==> config.mk <==
export PLATFORM = sky130hd
export DESIGN_NAME = aes_key_expand_seq
export DESIGN_NICKNAME = d
export VERILOG_FILES = /design/src/rtl/aes_pkg.sv /design/src/rtl/aes_sub_word.sv /design/src/rtl/aes_key_expand_seq.sv
export SDC_FILE = /design/constraint.sdc
export NUM_CORES = 1
export LEC_CHECK = 0
export ABC_AREA = 1
export ABC_CLOCK_PERIOD_IN_PS = 2800
export CORE_MARGIN = 2
export CORE_UTILIZATION = 30
export DETAILED_ROUTE_END_ITERATION = 7
export PLACE_DENSITY = 0.57
export SLEW_MARGIN = 20
export SYNTH_ARGS = -nofsm -noshare
export SYNTH_HDL_FRONTEND = slang
export SYNTH_HIERARCHICAL = 1
export SYNTH_SLANG_ARGS = --single-unit
==> constraint.sdc <==
create_clock -name clk -period 2.8 [get_ports clk]
set_input_delay 0.84 -clock clk [delete_from_list [all_inputs] [get_ports clk]]
set_output_delay 0.84 -clock clk [all_outputs]
set_load 0.005 [all_outputs]
==> src/rtl/aes_pkg.sv <==
// Shared AES helpers: S-box table, round constants and word-level primitives.
package aes_pkg;

  typedef logic [31:0] aes_word_t;

  // Number of rounds in AES-128; also the index of its last round key.
  localparam int AES128_NR = 10;

  // Forward AES S-box, indexed by the input byte.
  localparam logic [7:0] AES_SBOX [0:255] = '{
    8'h63, 8'h7c, 8'h77, 8'h7b, 8'hf2, 8'h6b, 8'h6f, 8'hc5, 8'h30, 8'h01, 8'h67, 8'h2b, 8'hfe, 8'hd7, 8'hab, 8'h76,
    8'hca, 8'h82, 8'hc9, 8'h7d, 8'hfa, 8'h59, 8'h47, 8'hf0, 8'had, 8'hd4, 8'ha2, 8'haf, 8'h9c, 8'ha4, 8'h72, 8'hc0,
    8'hb7, 8'hfd, 8'h93, 8'h26, 8'h36, 8'h3f, 8'hf7, 8'hcc, 8'h34, 8'ha5, 8'he5, 8'hf1, 8'h71, 8'hd8, 8'h31, 8'h15,
    8'h04, 8'hc7, 8'h23, 8'hc3, 8'h18, 8'h96, 8'h05, 8'h9a, 8'h07, 8'h12, 8'h80, 8'he2, 8'heb, 8'h27, 8'hb2, 8'h75,
    8'h09, 8'h83, 8'h2c, 8'h1a, 8'h1b, 8'h6e, 8'h5a, 8'ha0, 8'h52, 8'h3b, 8'hd6, 8'hb3, 8'h29, 8'he3, 8'h2f, 8'h84,
    8'h53, 8'hd1, 8'h00, 8'hed, 8'h20, 8'hfc, 8'hb1, 8'h5b, 8'h6a, 8'hcb, 8'hbe, 8'h39, 8'h4a, 8'h4c, 8'h58, 8'hcf,
    8'hd0, 8'hef, 8'haa, 8'hfb, 8'h43, 8'h4d, 8'h33, 8'h85, 8'h45, 8'hf9, 8'h02, 8'h7f, 8'h50, 8'h3c, 8'h9f, 8'ha8,
    8'h51, 8'ha3, 8'h40, 8'h8f, 8'h92, 8'h9d, 8'h38, 8'hf5, 8'hbc, 8'hb6, 8'hda, 8'h21, 8'h10, 8'hff, 8'hf3, 8'hd2,
    8'hcd, 8'h0c, 8'h13, 8'hec, 8'h5f, 8'h97, 8'h44, 8'h17, 8'hc4, 8'ha7, 8'h7e, 8'h3d, 8'h64, 8'h5d, 8'h19, 8'h73,
    8'h60, 8'h81, 8'h4f, 8'hdc, 8'h22, 8'h2a, 8'h90, 8'h88, 8'h46, 8'hee, 8'hb8, 8'h14, 8'hde, 8'h5e, 8'h0b, 8'hdb,
    8'he0, 8'h32, 8'h3a, 8'h0a, 8'h49, 8'h06, 8'h24, 8'h5c, 8'hc2, 8'hd3, 8'hac, 8'h62, 8'h91, 8'h95, 8'he4, 8'h79,
    8'he7, 8'hc8, 8'h37, 8'h6d, 8'h8d, 8'hd5, 8'h4e, 8'ha9, 8'h6c, 8'h56, 8'hf4, 8'hea, 8'h65, 8'h7a, 8'hae, 8'h08,
    8'hba, 8'h78, 8'h25, 8'h2e, 8'h1c, 8'ha6, 8'hb4, 8'hc6, 8'he8, 8'hdd, 8'h74, 8'h1f, 8'h4b, 8'hbd, 8'h8b, 8'h8a,
    8'h70, 8'h3e, 8'hb5, 8'h66, 8'h48, 8'h03, 8'hf6, 8'h0e, 8'h61, 8'h35, 8'h57, 8'hb9, 8'h86, 8'hc1, 8'h1d, 8'h9e,
    8'he1, 8'hf8, 8'h98, 8'h11, 8'h69, 8'hd9, 8'h8e, 8'h94, 8'h9b, 8'h1e, 8'h87, 8'he9, 8'hce, 8'h55, 8'h28, 8'hdf,
    8'h8c, 8'ha1, 8'h89, 8'h0d, 8'hbf, 8'he6, 8'h42, 8'h68, 8'h41, 8'h99, 8'h2d, 8'h0f, 8'hb0, 8'h54, 8'hbb, 8'h16
  };

  // Round constant byte for round keys 1..10; anything else yields zero.
  function automatic logic [7:0] rcon_byte(input logic [3:0] round_idx);
    logic [7:0] rc;
    case (round_idx)
      4'd1:    rc = 8'h01;
      4'd2:    rc = 8'h02;
      4'd3:    rc = 8'h04;
      4'd4:    rc = 8'h08;
      4'd5:    rc = 8'h10;
      4'd6:    rc = 8'h20;
      4'd7:    rc = 8'h40;
      4'd8:    rc = 8'h80;
      4'd9:    rc = 8'h1b;
      4'd10:   rc = 8'h36;
      default: rc = 8'h00;
    endcase
    return rc;
  endfunction

  // Cyclic left rotation by one byte: {a,b,c,d} -> {b,c,d,a}.
  function automatic aes_word_t rot_word(input aes_word_t w);
    return {w[23:0], w[31:24]};
  endfunction

  // Byte-wise S-box substitution of a whole word.
  function automatic aes_word_t sub_word(input aes_word_t w);
    aes_word_t r;
    for (int i = 0; i < 4; i++) begin
      r[8*i +: 8] = AES_SBOX[w[8*i +: 8]];
    end
    return r;
  endfunction

endpackage

==> src/rtl/aes_sub_word.sv <==
// Combinational SubWord: four parallel S-box lookups, one per byte lane.
module aes_sub_word
  import aes_pkg::*;
(
  input  aes_word_t word_i,
  output aes_word_t word_o
);

  // One S-box per byte lane; lanes are independent so rotation may be applied before or after.
  for (genvar i = 0; i < 4; i++) begin : g_sbox
    assign word_o[8*i +: 8] = AES_SBOX[word_i[8*i +: 8]];
  end

endmodule

==> src/rtl/aes_key_expand_seq.sv <==
// Sequential AES-128 key schedule: emits round keys 0..NUM_ROUNDS over a valid/ready stream,
// computing each next round key in a single cycle from the one currently presented.
module aes_key_expand_seq
  import aes_pkg::*;
#(
  parameter int NUM_ROUNDS = AES128_NR
) (
  input  logic         clk,
  input  logic         rst_n,
  input  logic         start,
  input  logic [127:0] key_in,
  output logic         busy,
  output logic         rk_valid,
  input  logic         rk_ready,
  output logic [3:0]   rk_round,
  output logic [127:0] rk_data,
  output logic         done
);

  localparam logic [0:0] ST_IDLE = 1'b0;
  localparam logic [0:0] ST_RUN  = 1'b1;

  localparam logic [3:0] LAST_ROUND = 4'(NUM_ROUNDS);

  logic [0:0]   state_q, state_d;
  logic [127:0] key_q, key_d;
  logic [3:0]   round_q, round_d;
  logic         done_q, done_d;

  aes_word_t w0, w1, w2, w3;
  aes_word_t sub_w3, t_word;
  aes_word_t w4, w5, w6, w7;

  // The presented round key doubles as the working key register.
  assign {w0, w1, w2, w3} = key_q;

  aes_sub_word u_sub_word (
    .word_i (w3),
    .word_o (sub_w3)
  );

  // SubWord is byte-wise, so rotating after substitution equals SubWord(RotWord(w3)).
  assign t_word = rot_word(sub_w3) ^ {rcon_byte(round_q + 4'd1), 24'h000000};
  assign w4 = w0 ^ t_word;
  assign w5 = w1 ^ w4;
  assign w6 = w2 ^ w5;
  assign w7 = w3 ^ w6;

  // Next-state: accept start in IDLE, advance the key on each handshake, finish after the last one.
  always_comb begin
    state_d = state_q;
    key_d   = key_q;
    round_d = round_q;
    done_d  = 1'b0;
    case (state_q)
      ST_IDLE: begin
        if (start) begin
          key_d   = key_in;
          round_d = 4'd0;
          state_d = ST_RUN;
        end
      end
      ST_RUN: begin
        if (rk_ready) begin
          if (round_q == LAST_ROUND) begin
            state_d = ST_IDLE;
            done_d  = 1'b1;
          end else begin
            key_d   = {w4, w5, w6, w7};
            round_d = round_q + 4'd1;
          end
        end
      end
      default: state_d = ST_IDLE;
    endcase
  end

  // State registers; reset clears everything so no stale key is visible.
  always_ff @(posedge clk or negedge rst_n) begin
    if (!rst_n) begin
      state_q <= ST_IDLE;
      key_q   <= '0;
      round_q <= '0;
      done_q  <= 1'b0;
    end else begin
      state_q <= state_d;
      key_q   <= key_d;
      round_q <= round_d;
      done_q  <= done_d;
    end
  end

  assign busy     = (state_q == ST_RUN);
  assign rk_valid = (state_q == ST_RUN);
  assign rk_round = round_q;
  assign rk_data  = key_q;
  assign done     = done_q;

endmodule

==> results of run 1 <==
-- final cells by class --
| cell class | instances | area share |
|---|---|---|
| multi-input combinational | 2953 | 0.535 |
| timing repair buffer | 1090 | 0.293 |
| sequential | 134 | 0.0981 |
| tap | 846 | 0.0307 |
| inverter | 212 | 0.0261 |
| clock buffer | 18 | 0.0127 |
| clock inverter | 14 | 0.00479 |
| antenna | 2 | 0.000145 |
-- layer usage --
metal,track usage,vias up,share of wire
li1,-,13400,-
met1,0.448,13700,0.41
met2,0.520,1802,0.44
met3,0.0625,416,0.092
met4,0.159,2,0.052
met5,0,-,0.00011
-- worst max-delay path, cell delays in order (launching register included) --
cell	delay [ns]
dfrtp_2	0.51
inv_4	0.09
ha_4	0.36
inv_6	0.06
nand2_8	0.10
buf_6	0.12
nand2_4	0.04
a21oi_2	0.14
nor2_2	0.05
nor2_1	0.10
nand2_1	0.07
nand3_2	0.08
nand2_4	0.10
xnor2_4	0.23
xor2_4	0.29
xor2_2	0.18
buf_4	0.14
o21ai_4	0.05
nand2_1	0.06
nand2_1	0.05
-- metrics by stage --
stage	setup TNS (ns)	hold slack, ns	setup slack [ns]	instance area (um^2)
final	-1.98	0.276	-0.137	34500
after global routing	-11.34	0.287	-0.311	34500
after CTS	-0.661	0.285	-0.0720	31000
after detailed placement	-21.76	0.513	-0.497	28000
after global placement	-22.55	0.504	-0.453	28000
after floorplan	0	0.504	0.00741	19300
-- cell usage in the layout (no fill, tap or decap), types with 24 or more instances in the layout --
cell type	netlist	final
nand2_1	1268	982
buf_4	25	645
nand3_1	758	516
clkdlybuf4s50_1	0	264
nand3_2	4	222
nand2_2	17	209
nor2_1	253	162
inv_1	192	138
dfrtp_1	134	114
buf_6	3	113
o21ai_0	206	96
nand2_4	2	87
o21ai_1	4	86
a21oi_1	110	74
buf_12	0	53
nor2_2	4	51
nor2_4	0	44
o22ai_1	44	42
nand4_1	40	40
inv_2	10	34
a21oi_2	1	34
ha_1	65	27
o21a_1	26	26
xor2_1	50	26
ha_4	0	26
o211ai_1	25	25
o21ai_2	0	24
nand3_4	0	24
-- worst max-delay path by stage --
stage,start,end,slack [ns],cells past startpoint
floorplan,rk_data[9],rk_data[17],0.007,20
global placement,rk_data[25],rk_data[0],-0.45,17
detailed placement,rk_data[25],rk_data[0],-0.50,20
CTS,rk_data[9],rk_data[19],-0.07,21
global route,rk_data[9],rk_data[23],-0.31,19
finish,rk_data[8],rk_data[23],-0.14,19
-- registers in the layout, indices dropped and copies added, names as in the netlist --
signal	flops
done	1
rk_data	128
busy	1
rk_round	4
-- cell families after synthesis --
family | synth area share
AOI/OAI and AO/OA | 0.126
xor gates and xnor gates | 0.0382
adders and majority gates | 0.0423
buffers and inverters | 0.0960
DFF | 0.174
and+or+nand+nor | 0.524
-- timing repair --
action	in CTS	in global routing
setup endpoints to repair	100	88
gates resized for setup	598	727
buffers inserted	41	85
pin swaps	184	333
gates cloned	1	4
hold buffers	0	0
==> flow_summary.json, run 1 <==
{
  "grt_pass1_vias": 27700,
  "hold_violations": 0,
  "dieArea_um2": 66200,
  "r2r-end": "rk_data[23]",
  "fin_crit_sh": 1.05,
  "ys_warn_count": 6,
  "root_buffer": "clkbuf_16",
  "syn_to_final_growth_pct": 79.0,
  "synthCells": 3521,
  "cts_buffer_depth": 2,
  "dieWidth_um": 257,
  "fp.dieH_um": 257,
  "grt_setup_unrepaired": "true",
  "yosysMostFrequentCell": "nand2_1",
  "yosysSeqAreaShare": 0.174,
  "dp.cells": 5125,
  "cp.required_ns": 3.17,
  "synth_cell_types": 40,
  "nFillCells": 6333,
  "startpoint_type": "flop",
  "finalSetupViolCount": 34,
  "multi_input_area_um2": 18400,
  "netlist_top_cells_count": "1268 x nand2_1, 758 x nand3_1, 253 x nor2_1, 206 x o21ai_0, 192 x inv_1",
  "cap_violations": 0,
  "clock_sinks": 134,
  "drtAntennaViolNets": 0,
  "gp_congestion": 1.07,
  "stdcell_count": 5269,
  "grt_start_max_net_pins": 62,
  "grt_pass1_wl_um": 172000,
  "syn_area_um2": 19200,
  "initial_core_util": 0.304,
  "synthTopCellsByArea": "nand2_1 25%, nand3_1 20%, dfrtp_1 17%",
  "core-area_um2": 63300,
  "worstMarginPinSlew_ns": 0.619,
  "synthesis.nets": 3718,
  "crit_type": "flop to flop",
  "clock_skew_ns": 0.0248,
  "worstPathMaxFanout": 5,
  "path_clk_slew_ns": 0.09,
  "hp-class": "input pin to asynchronous set/reset pin",
  "drtIter0Drc": 3567,
  "max-slew-margin-rel": 0.587,
  "yosysTopAreaCell": "nand2_1",
  "drcViolationCount": 0,
  "slew_viol_final": 0,
  "wirelength_um": 117000,
  "htree_levels": 4,
  "nets": 4605,
  "post_drt_wl_per_cell_um": 22.2,
  "avgSynthCellArea_um2": 5.47,
  "yosysTopAreaCellShare": 0.247,
  "drive_gt1_frac": 0.398,
  "dp_hpwl_um": 87700,
  "synth-main-ff-cell": "dfrtp_1",
  "io_buffers": 266,
  "cts_buffers": 17,
  "ff2ff_setup_slack_ns": -0.14,
  "reg2reg_from": "rk_data[8]",
  "antenna_found_initial": 3,
  "synth_enable_flop_cells": 0,
  "vias": 29400,
  "status": "finished, violations left",
  "cts_tree": "built",
  "num_rows": 92,
  "async_reset_ff_frac": 1.00,
  "synth-seq-cells": 134,
  "ios": 267,
  "vias_per_cell": 5.58,
  "rr_worst_depth": 19,
  "grt_remaining_overflow": 0,
  "violations": "setup timing",
  "seq_area_um2": 3380,
  "min_period_ns": 2.94,
  "crit_arrival_ns": 3.31,
  "layout_setup_ws_ns": -0.137,
  "fmax_ghz": 0.341,
  "worstSetupEndpointType": "flop",
  "insertion_delay_ns": 0.50,
  "final_util": 0.544,
  "dr.pass1.iters": 6,
  "track_usage": 0.336
}
Power of run 1 is left out: the tool's default activity adds up to more than one toggle a clock period on the data nets, which glitch-free logic cannot reach.
==> run 2, diff against run 1 <==
--- a/config.mk
+++ b/config.mk
@@ -10,6 +10,7 @@
 export CORE_MARGIN = 2
 export CORE_UTILIZATION = 30
 export DETAILED_ROUTE_END_ITERATION = 7
+export GPL_ROUTABILITY_DRIVEN = 1
 export PLACE_DENSITY = 0.57
 export SLEW_MARGIN = 20
 export SYNTH_ARGS = -nofsm -noshare
==> results of run 2 <==
Same layout as run 1: the final DEF is identical, and so are final timing and power.
Power of run 2 is left out for the same reason.
